--- config.mk ---
export PLATFORM = sky130hd
export DESIGN_NAME = decoder_nto2n_seq_flat
export DESIGN_NICKNAME = d
export VERILOG_FILES = /design/src/rtl/decoder_nto2n_seq_if.sv /design/src/rtl/decoder_nto2n_seq.sv /design/src/flat_wrapper.sv
export SDC_FILE = /design/constraint.sdc
export NUM_CORES = 1
export LEC_CHECK = 0
export CAP_MARGIN = 5
export CORE_MARGIN = 2
export CORE_UTILIZATION = 40
export CTS_CLUSTER_DIAMETER = 60
export DETAILED_ROUTE_END_ITERATION = 10
export DONT_BUFFER_PORTS = 1
export GPL_TIMING_DRIVEN = 0
export PLACE_DENSITY_LB_ADDON = 0.3
export RECOVER_POWER = 50
export SLEW_MARGIN = 0
export SYNTH_ARGS = -nofsm -noshare
export SYNTH_HDL_FRONTEND = slang
export SYNTH_SLANG_ARGS = --single-unit
--- constraint.sdc ---
create_clock -name clk -period 5.2 [get_ports clk]
set_input_delay 1.04 -clock clk [delete_from_list [all_inputs] [get_ports clk]]
set_output_delay 1.04 -clock clk [all_outputs]
set_load 0.02 [all_outputs]
--- src/rtl/decoder_nto2n_seq_if.sv ---
// Handshake/bus bundle for the N-to-2^N sequencing decoder.
// master = stimulus side, slave = decoder side.
interface decoder_nto2n_seq_if #(
    parameter int unsigned SEL_W   = 3,
    parameter int unsigned DWELL_W = 4
);
    localparam int unsigned OUT_W = 1 << SEL_W;

    logic               en;
    logic               mode;
    logic [SEL_W-1:0]   sel;
    logic               sel_valid;
    logic               sel_ready;
    logic [DWELL_W-1:0] dwell;
    logic [OUT_W-1:0]   dec_out;
    logic               out_valid;
    logic [SEL_W-1:0]   scan_idx;
    logic               scan_wrap;

    modport master (
        output en, mode, sel, sel_valid, dwell,
        input  sel_ready, dec_out, out_valid, scan_idx, scan_wrap
    );

    modport slave (
        input  en, mode, sel, sel_valid, dwell,
        output sel_ready, dec_out, out_valid, scan_idx, scan_wrap
    );
endinterface

--- src/rtl/decoder_nto2n_seq.sv ---
// Registered N-to-2^N one-hot decoder with DIRECT (handshaked select) and SCAN (self-walking) modes.
// Define DECODER_ACTLOW_EN for an active-low dec_out (idle value all-ones).
module decoder_nto2n_seq #(
    parameter int unsigned SEL_W   = 3,
    parameter int unsigned DWELL_W = 4
) (
    input  logic                clk,
    input  logic                rst_n,
    decoder_nto2n_seq_if.slave  bus
);
    localparam int unsigned OUT_W = 1 << SEL_W;

`ifdef DECODER_ACTLOW_EN
    localparam logic [OUT_W-1:0] IDLE_VAL = '1;
`else
    localparam logic [OUT_W-1:0] IDLE_VAL = '0;
`endif

    typedef enum logic [1:0] {
        ST_IDLE   = 2'd0,
        ST_DIRECT = 2'd1,
        ST_SCAN   = 2'd2
    } state_e;

    state_e             state_q, state_d;
    logic [OUT_W-1:0]   dec_q, dec_d;
    logic               valid_q, valid_d;
    logic [SEL_W-1:0]   idx_q, idx_d;
    logic               wrap_q, wrap_d;
    logic [DWELL_W-1:0] cnt_q, cnt_d;
    logic [DWELL_W-1:0] dwell_load_c;
    logic [SEL_W-1:0]   idx_inc_c;
    logic               sel_ready_c;

    // Selected bit flipped away from the idle level, so polarity lives in one place.
    function automatic logic [OUT_W-1:0] onehot(input logic [SEL_W-1:0] i);
        return IDLE_VAL ^ (OUT_W'(1) << i);
    endfunction

    assign sel_ready_c  = (state_q == ST_DIRECT) & bus.en & ~bus.mode;
    assign dwell_load_c = (bus.dwell == '0) ? DWELL_W'(1) : bus.dwell;
    assign idx_inc_c    = idx_q + SEL_W'(1);

    always_ff @(posedge clk or negedge rst_n) begin
        if (!rst_n) begin
            state_q <= ST_IDLE;
            dec_q   <= IDLE_VAL;
            valid_q <= 1'b0;
            idx_q   <= '0;
            wrap_q  <= 1'b0;
            cnt_q   <= '0;
        end else begin
            state_q <= state_d;
            dec_q   <= dec_d;
            valid_q <= valid_d;
            idx_q   <= idx_d;
            wrap_q  <= wrap_d;
            cnt_q   <= cnt_d;
        end
    end

    always_comb begin
        state_d = state_q;
        dec_d   = dec_q;
        valid_d = valid_q;
        idx_d   = idx_q;
        wrap_d  = 1'b0;
        cnt_d   = cnt_q;

        if (!bus.en) begin
            state_d = ST_IDLE;
            dec_d   = IDLE_VAL;
            valid_d = 1'b0;
            idx_d   = '0;
            cnt_d   = '0;
        end else if (bus.mode) begin
            if (state_q != ST_SCAN) begin
                // Fresh scan entry: restart at index 0 with a full dwell.
                state_d = ST_SCAN;
                idx_d   = '0;
                cnt_d   = dwell_load_c;
                dec_d   = onehot('0);
                valid_d = 1'b1;
            end else if (cnt_q <= DWELL_W'(1)) begin
                idx_d   = idx_inc_c;
                cnt_d   = dwell_load_c;
                dec_d   = onehot(idx_inc_c);
                valid_d = 1'b1;
                wrap_d  = (idx_q == SEL_W'(OUT_W - 1));
            end else begin
                cnt_d   = cnt_q - DWELL_W'(1);
            end
        end else begin
            // DIRECT: output holds until a transfer replaces it.
            state_d = ST_DIRECT;
            idx_d   = '0;
            cnt_d   = '0;
            if (bus.sel_valid && sel_ready_c) begin
                dec_d   = onehot(bus.sel);
                valid_d = 1'b1;
            end
        end
    end

    assign bus.sel_ready = sel_ready_c;
    assign bus.dec_out   = dec_q;
    assign bus.out_valid = valid_q;
    assign bus.scan_idx  = idx_q;
    assign bus.scan_wrap = wrap_q;
endmodule

--- src/flat_wrapper.sv ---
// flat-port wrapper written by rule: the top's interface ports become plain ports
module decoder_nto2n_seq_flat 
#(
    parameter int unsigned SEL_W   = 3,
    parameter int unsigned DWELL_W = 4
)
  (clk, rst_n, bus_en, bus_mode, bus_sel, bus_sel_valid, bus_dwell, bus_sel_ready, bus_dec_out, bus_out_valid, bus_scan_idx, bus_scan_wrap);
  decoder_nto2n_seq_if #(.SEL_W(SEL_W), .DWELL_W(DWELL_W)) bus_i ();
  input  logic clk;
  input  logic rst_n;
  input wire logic [$bits(bus_i.en)-1:0] bus_en;
  input wire logic [$bits(bus_i.mode)-1:0] bus_mode;
  input wire logic [$bits(bus_i.sel)-1:0] bus_sel;
  input wire logic [$bits(bus_i.sel_valid)-1:0] bus_sel_valid;
  input wire logic [$bits(bus_i.dwell)-1:0] bus_dwell;
  output wire logic [$bits(bus_i.sel_ready)-1:0] bus_sel_ready;
  output wire logic [$bits(bus_i.dec_out)-1:0] bus_dec_out;
  output wire logic [$bits(bus_i.out_valid)-1:0] bus_out_valid;
  output wire logic [$bits(bus_i.scan_idx)-1:0] bus_scan_idx;
  output wire logic [$bits(bus_i.scan_wrap)-1:0] bus_scan_wrap;
  assign bus_i.en = bus_en;
  assign bus_i.mode = bus_mode;
  assign bus_i.sel = bus_sel;
  assign bus_i.sel_valid = bus_sel_valid;
  assign bus_i.dwell = bus_dwell;
  assign bus_sel_ready = bus_i.sel_ready;
  assign bus_dec_out = bus_i.dec_out;
  assign bus_out_valid = bus_i.out_valid;
  assign bus_scan_idx = bus_i.scan_idx;
  assign bus_scan_wrap = bus_i.scan_wrap;
  decoder_nto2n_seq #(.SEL_W(SEL_W), .DWELL_W(DWELL_W)) u_core (.clk(clk), .rst_n(rst_n), .bus(bus_i));
endmodule
After elaboration in Yosys (flattened, before gate mapping)
Index checks and enable logic that the tools add are counted.
{"block": "word_totals", "ff_bits": 19, "inputBits": 12, "out_inout_bits": 14, "elab_cells": 49}
{"block": "op_classes", "add_sub_neg": 2, "magnitude_cmp": 1, "n_eq_ne": 6, "shifts": 2, "mux": 26, "n_bitwise": 3, "reduce_logical": 3}
{"op": "8-bit 2-to-1 mux", "count": 5}
{"op": "4-bit 2-to-1 mux", "count": 5}
{"op": "1-bit by 3-bit left shift with 8-bit output (first input constant)", "count": 2}
{"op": "3-bit 2-to-1 mux", "count": 4}
{"op": "1-bit 2-to-1 mux", "count": 9}
{"op": "2-bit 2-to-1 mux", "count": 3}
{"op": "4-bit by 1-bit less-or-equal comparator with 1-bit output (second input constant)", "count": 1}
{"op": "4-bit zero test", "count": 1}
{"op": "4-bit by 2-bit != test with 1-bit output (second input constant)", "count": 1}
{"op": "4-bit by 1-bit subtractor with 4-bit output (second input constant)", "count": 1}
{"op": "3-bit by 1-bit adder with 3-bit output (second input constant)", "count": 1}
{"op": "3-bit == test (second input constant)", "count": 1}
{"op": "3-bit by 1-bit != test with 1-bit output (second input constant)", "count": 1}
{"op": "3-bit by 2-bit != test with 1-bit output (second input constant)", "count": 1}
{"op": "1-bit bitwise AND", "count": 2}
{"op": "2-bit by 1-bit == test with 1-bit output (second input constant)", "count": 1}
{"op": "2-bit != test (second input constant)", "count": 1}
{"op": "2-bit AND reduction", "count": 1}
{"op": "1-bit logical AND", "count": 1}
{"op": "1-bit NOT", "count": 1}

Logic depth before layout (Yosys ltp)
Gate-level depths: netlist of the first run.
{"block": "logic_depth", "word_depth": 7, "mapped_depth": 6, "mapped_depth_nobuf": 6}

Worst setup path after synthesis of the first run
OpenSTA, ideal clock, no wires.
{"block": "synth_path", "kind": "input to output", "startpoint": "input bus_en", "endpoint": "output bus_sel_ready", "t_arrival_ns": 1.449, "required_ns": 4.160, "slack_ns": 2.711, "path_stages": 2, "n_path_buf": 0, "cell_sequence": "nor2b_4 > and3b_1"}
{"block": "synth_via", "elab_chain_len": 2}
{"item": "start, declared", "line_no": "flat_wrapper.sv:11", "source": "input wire logic [$bits(bus_i.en)-1:0] bus_en;"}
{"item": "1-bit bitwise AND (2 in a row)", "line_no": "decoder_nto2n_seq.sv:40", "source": "assign sel_ready_c = (state_q == ST_DIRECT) & bus.en & ~bus.mode;"}
{"item": "end, declared", "line_no": "flat_wrapper.sv:16", "source": "output wire logic [$bits(bus_i.sel_ready)-1:0] bus_sel_ready;"}
Every way passes these cells.

Worst setup path in the final report of the first run
Same ends and word-level chain as after synthesis.

==> impl_metrics.env, run 1 <==
export IMPL_status="completed"
export IMPL_slew_violations=0
export IMPL_hold_buffers=0
export IMPL_ant_nets=0
export IMPL_place_congestion=0.790
export IMPL_multi_input_area_um2=553
export IMPL_rsz0062_at_grt="false"
export IMPL_die_area_um2=3120
export IMPL_regArea_um2=475
export IMPL_grt_max_degree=20
export IMPL_yosys_warnings=0
export IMPL_drv_cap=0
export IMPL_max_freq_mhz=373
export IMPL_finalWirelength_mm=1.88
export IMPL_rows=18
export IMPL_cts_resized=0
export IMPL_cp_top_family="simple AND/OR/NAND/NOR gates"
export IMPL_critPathKind="in -> out"
export IMPL_grt_pass1_wl_mm=3.39
export IMPL_cts_buffers=3
export IMPL_first_global_vias=787
export IMPL_area_growth_pct=4.07
export IMPL_cp_arrival_ns=1.64
export IMPL_cts_setup_buffers=0
export IMPL_overflow=0
export IMPL_yosys_cell_types_count=25
export IMPL_setup_viol=0
export IMPL_tns_ns=0
export IMPL_num_vias=702
export IMPL_cts_sinks=19
export IMPL_worst_ep_required_time_ns=4.16
export IMPL_avgSynthCellArea_um2=11.2
export IMPL_crit_path_start_kind="primary input"
export IMPL_peakVddDrop_v=0.000143
export IMPL_crit_slowest_cell="and3b_1"
export IMPL_power_density_nw_per_um2=238
export IMPL_fin_total_pwr_mw=0.266
export IMPL_ys_seq_area_frac=0.442
export IMPL_cts_tree="done"
export IMPL_hold_class="in -> async"
export IMPL_n_antenna_cell=0
export IMPL_syn_area_um2=1080
export IMPL_drtIter0Drc=5
export IMPL_p_leak_nw=0.525
export IMPL_crit_chain="nor2b_1 -> and3b_1"
export IMPL_drive_gt1_frac=0.150
export IMPL_drc=0
export IMPL_drtPass1Iterations=4
export IMPL_antenna_found_initial=0
export IMPL_fillers=244
export IMPL_die_w_um=55.9
export IMPL_core_um2=2520
export IMPL_start_util=0.427
export IMPL_path_max_fanout=5
export IMPL_clock_latency_ns=0.30
export IMPL_dp_final_hpwl_mm=1.48
export IMPL_cts_root_buffer="clkbuf_4"
export IMPL_cp_slowest_stage_delay_ns=0.35
export IMPL_fin_crit_sh=0.516
export IMPL_grtUsageTotal=0.139
export IMPL_hold_violations=0
export IMPL_numPortBuffers=0
export IMPL_maxSlewHeadroom=0.442
export IMPL_worstMarginPinSlew_ns=0.837
export IMPL_ios=26
export IMPL_routedWlPerCell_um=14.4
export IMPL_synth_fp_nets=116
export IMPL_end_kind="output port"
export IMPL_ys_ff_latch=19
export IMPL_fin_crit_ns=2.68
export IMPL_cts_buffer_depth=2
export IMPL_skew_ns=0.0107
export IMPL_die_height_um=55.9
export IMPL_path_buf_inv=0
export IMPL_avgViaCountPerCell=5.40
export IMPL_cts_htree_levels=1
export IMPL_syn_inst=96
export IMPL_clk_pin_slew_worst_paths_ns=0.11
export IMPL_fin_nets=121
-- sequential cells by signal, indices dropped and copies added (netlist names) --
| name | cells |
|---|---|
| u_core.bus.dec_out | 8 |
| u_core.cnt_q | 4 |
| u_core.bus.scan_wrap | 1 |
| u_core.bus.out_valid | 1 |
| u_core.bus.scan_idx | 3 |
| u_core.state_q | 2 |
-- per-stage QoR --
step	std cells	hold slack, ns	worst slack, ns	utilization	instance area (um2)
3_5_place_dp	126	0.513	2.66	0.441	1110
4_1_cts	130	0.411	2.66	0.452	1140
2_1_floorplan	96	0.482	2.71	-	1080
5_1_grt	130	0.380	2.47	0.444	1120
6_report	130	0.411	2.52	0.444	1120
3_3_place_gp	126	0.509	2.67	0.441	1110
-- worst reg2reg max path: cells and delay by family (launching register included) --
kind	cells	cell delay [ns]
AOI/OAI and AO/OA	2	0.93
DFF	1	0.41
muxes	1	0.35
and+or+nand+nor	1	0.24
adders and majority gates	1	0.22
buffers and inverters	1	0.06
-- layout by cell type (no fill, tap or decap) --
master,n
and3_1,1
nor2_1,7
or2_0,1
a21oi_4,1
inv_1,7
nand2_1,8
or2b_1,3
clkbuf_4,3
or2_2,2
a21oi_1,3
ha_1,8
nor2b_1,1
mux2i_1,2
mux2_4,8
nor3_1,4
clkinv_2,1
o21ai_0,1
nand3b_1,1
nand2b_1,2
dfrtp_1,19
xnor2_1,3
o32ai_1,2
a211oi_1,3
o22ai_1,6
and3b_1,1
o21a_1,1
and2_1,1
-- cells by family (layout without fill, tap and decap cells) --
family / after synthesis / in the layout / share of synthesized area
flops: 19 / 19 / 0.442
xor+xnor: 3 / 3 / 0.0244
buf+inv: 7 / 11 / 0.0244
mux: 10 / 10 / 0.130
compound gates: 17 / 17 / 0.123
fa+ha+maj: 8 / 8 / 0.0930
simple gates: 32 / 32 / 0.163
-- report_power, final --
part	internal, mW	leakage [nW]	switching, mW	total (mW)
Combinational	0.0149	0.251	0.0153	0.0302
Sequential	0.153	0.257	0.00790	0.161
Clock	0.0287	0.0177	0.0463	0.0750
-- synth_stat cells --
library cell,count,area share
a21oi_1,2,0.0093
nor3_1,4,0.019
mux2_4,8,0.11
and3_1,1,0.0058
nand3b_1,1,0.0070
nand2b_1,2,0.012
and3b_1,1,0.0081
or2b_1,3,0.021
nand2_1,8,0.028
o21ai_0,1,0.0046
o21a_1,1,0.0070
mux2i_1,2,0.019
nor2_1,7,0.024
or2_2,2,0.012
or2_4,1,0.0081
dfrtp_1,19,0.44
a211oi_1,3,0.021
and2_1,1,0.0058
ha_1,8,0.093
nor2b_4,1,0.013
o32ai_1,2,0.016
a21oi_4,2,0.030
inv_1,7,0.024
xnor2_1,3,0.024
o22ai_1,6,0.035
-- area by class of cell --
type | instances | area share
multi-input cells | 70 | 0.494
clock buffers | 3 | 0.0201
well taps | 30 | 0.0335
flip-flops and latches | 19 | 0.425
clock inverters | 1 | 0.00447
inverters | 7 | 0.0235
-- worst paths after layout --
path	slack (ns)	start	end	cells after the start
worst max-delay path	2.52	bus_en	bus_sel_ready	2
worst min-delay path	0.41	rst_n	u_core.bus.dec_out[5]	0
worst max register to register	2.90	u_core.cnt_q[0]	u_core.bus.dec_out[6]	6
worst min register to register	0.53	u_core.cnt_q[0]	u_core.cnt_q[0]	1
max in group asynchronous	4.71	rst_n	u_core.cnt_q[1]	0
min in group clk	0.53	u_core.cnt_q[0]	u_core.cnt_q[0]	1
-- layer usage --
metal	vias up	share of wire	GRT usage
met1	334	0.43	0.158
li1	344	-	-
met2	20	0.47	0.233
met5	-	0	0
met4	0	0.012	0.0612
met3	4	0.081	0.0512
(Power assumes the default switching activity.)
==> run 2: changes to the inputs <==
==> constraint.sdc (replaced) <==
create_clock -name clk -period 2.62 [get_ports clk]
set_input_delay 0.524 -clock clk [delete_from_list [all_inputs] [get_ports clk]]
set_output_delay 0.524 -clock clk [all_outputs]
set_load 0.02 [all_outputs]
==> impl_metrics.env, run 2 (synthesis results as in run 1) <==
export IMPL_multi_input_area_um2=564
export IMPL_max_freq_mhz=526
export IMPL_cts_buffers=3
export IMPL_cts_buffer_depth=2
export IMPL_tns_ns=0
export IMPL_routedWlPerCell_um=14.4
export IMPL_drtIter0Drc=3
export IMPL_worstHoldStart="bus_mode"
export IMPL_rows=18
export IMPL_drc=0
export IMPL_clock_latency_ns=0.30
export IMPL_end_kind="flip-flop"
export IMPL_path_max_fanout=10
export IMPL_grtUsageTotal=0.140
export IMPL_maxSlewHeadroom=0.435
export IMPL_die_area_um2=3120
export IMPL_cts_sinks=19
export IMPL_fin_nets=122
export IMPL_start_util=0.427
export IMPL_clk_pin_slew_worst_paths_ns=0.11
export IMPL_r2r_cells=6
export IMPL_place_congestion=0.790
export IMPL_final_cell_mix="dfrtp_1, nand2_1, mux2_4, ha_1"
export IMPL_antenna_found_initial=0
export IMPL_die_w_um=55.9
export IMPL_status="completed"
export IMPL_peakVddDrop_v=0.000285
export IMPL_min_to="u_core.state_q[0]"
export IMPL_layout_commonest_cell="dfrtp_1"
export IMPL_drv_cap=0
export IMPL_slew_violations=0
export IMPL_n_antenna_cell=0
export IMPL_post_route_util=0.452
export IMPL_cts_tree="done"
export IMPL_setup_viol=0
export IMPL_area_growth_pct=6.05
export IMPL_cts_setup_buffers=0
export IMPL_cts_htree_levels=1
export IMPL_grt_max_degree=20
export IMPL_core_um2=2520
export IMPL_pre_cts_slack_ns=0.749
export IMPL_reg2reg_from="u_core.cnt_q[0]"
export IMPL_fin_crit_sh=0.726
export IMPL_die_height_um=55.9
export IMPL_numPortBuffers=0
export IMPL_largest_reg_flops=8
export IMPL_hold_class="in -> reg"
export IMPL_ant_nets=0
export IMPL_skew_ns=0.0112
export IMPL_avgViaCountPerCell=5.40
export IMPL_ios=26
export IMPL_worstMarginPinSlew_ns=0.844
export IMPL_crit_path_start_kind="flip-flop"
export IMPL_dp_final_hpwl_mm=1.48
export IMPL_r2r_slack_ns=0.72
export IMPL_fillers=241
export IMPL_reg2reg_to="u_core.bus.dec_out[6]"
export IMPL_drtPass1Iterations=3
export IMPL_cts_root_buffer="clkbuf_4"
export IMPL_finalWirelength_mm=1.88
export IMPL_num_vias=707
export IMPL_worst_ep_required_time_ns=2.81
export IMPL_post_route_worst_setup_slack_ns=0.718
export IMPL_rsz0062_at_grt="false"
export IMPL_drive_gt1_frac=0.158
export IMPL_power_density_nw_per_um2=470
export IMPL_first_global_vias=792
export IMPL_overflow=0
export IMPL_p_leak_nw=0.530
export IMPL_regArea_um2=475
export IMPL_hold_violations=0
export IMPL_critPathKind="reg -> reg"
export IMPL_fin_crit_ns=1.90
export IMPL_hold_path_depth=1
export IMPL_grt_pass1_wl_mm=3.42
export IMPL_cp_arrival_ns=2.09
-- run 2: cell count changes in the layout (fill, tap and decap cells not counted) --
cell / delta
a21oi_1: -1
a21oi_4: +1
dlygate4sd3_1: +1
-- run 2: repair_timing --
| action | CTS | global route |
|---|---|---|
| endpoints found under the setup margin | 0 | 0 |
| hold buffers | 1 | 0 |
| resized for setup | 0 | 0 |
| endpoints found under the hold margin | 19 | 0 |
-- run 2: per-layer routing --
layer | part of all wire | vias up | GRT usage
li1 | - | 346 | -
met2 | 0.47 | 21 | 0.236
met1 | 0.43 | 336 | 0.158
met4 | 0.013 | 0 | 0.0612
met5 | 0 | - | 0
met3 | 0.080 | 4 | 0.0512
-- run 2: worst max-delay path, stage by stage (launching register included) --
cell and delay [ns]:
dfrtp_1 0.40, inv_1 0.06, ha_1 0.22, or2_0 0.28
a21oi_4 0.33, a21oi_4 0.18, mux2_4 0.32
-- run 2: through the flow --
stage                     area, um2  std cells  power [mW]  hold WS [ns]
final                          1140        131       0.536         0.319
after global routing           1140        131       0.571         0.294
after CTS                      1150        131       0.545         0.271
after detailed placement       1110        126       0.390         0.229
after global placement         1110        126       0.389         0.229
after floorplan                1080         96       0.380         0.228
-- run 2: layout make-up --
class,instances,share of cell area
Sequential cell,19,0.417
Timing Repair Buffer,1,0.00877
Clock buffer,3,0.0197
Multi-Input combinational cell,70,0.495
Tap cell,30,0.0329
Clock inverter,1,0.00439
Inverter,7,0.0230
-- run 2: how the worst max path moves through the flow --
stage	from	endpoint	slack (ns)
6_report	u_core.cnt_q[0]	u_core.bus.dec_out[6]	0.72
3_5_place_dp	u_core.cnt_q[0]	u_core.bus.dec_out[7]	0.75
5_1_grt	u_core.cnt_q[0]	u_core.bus.dec_out[4]	0.56
4_1_cts	u_core.cnt_q[0]	u_core.bus.dec_out[6]	0.74
3_3_place_gp	u_core.cnt_q[0]	u_core.bus.dec_out[0]	0.79
2_1_floorplan	u_core.cnt_q[0]	u_core.bus.dec_out[0]	0.90
-- run 2: where the power goes --
part / switching (mW) / total [mW] / leakage, nW / internal, mW
Clock: 0.0913 / 0.148 / 0.0177 / 0.0569
Sequential: 0.0156 / 0.319 / 0.257 / 0.303
Combinational: 0.0376 / 0.0689 / 0.256 / 0.0312
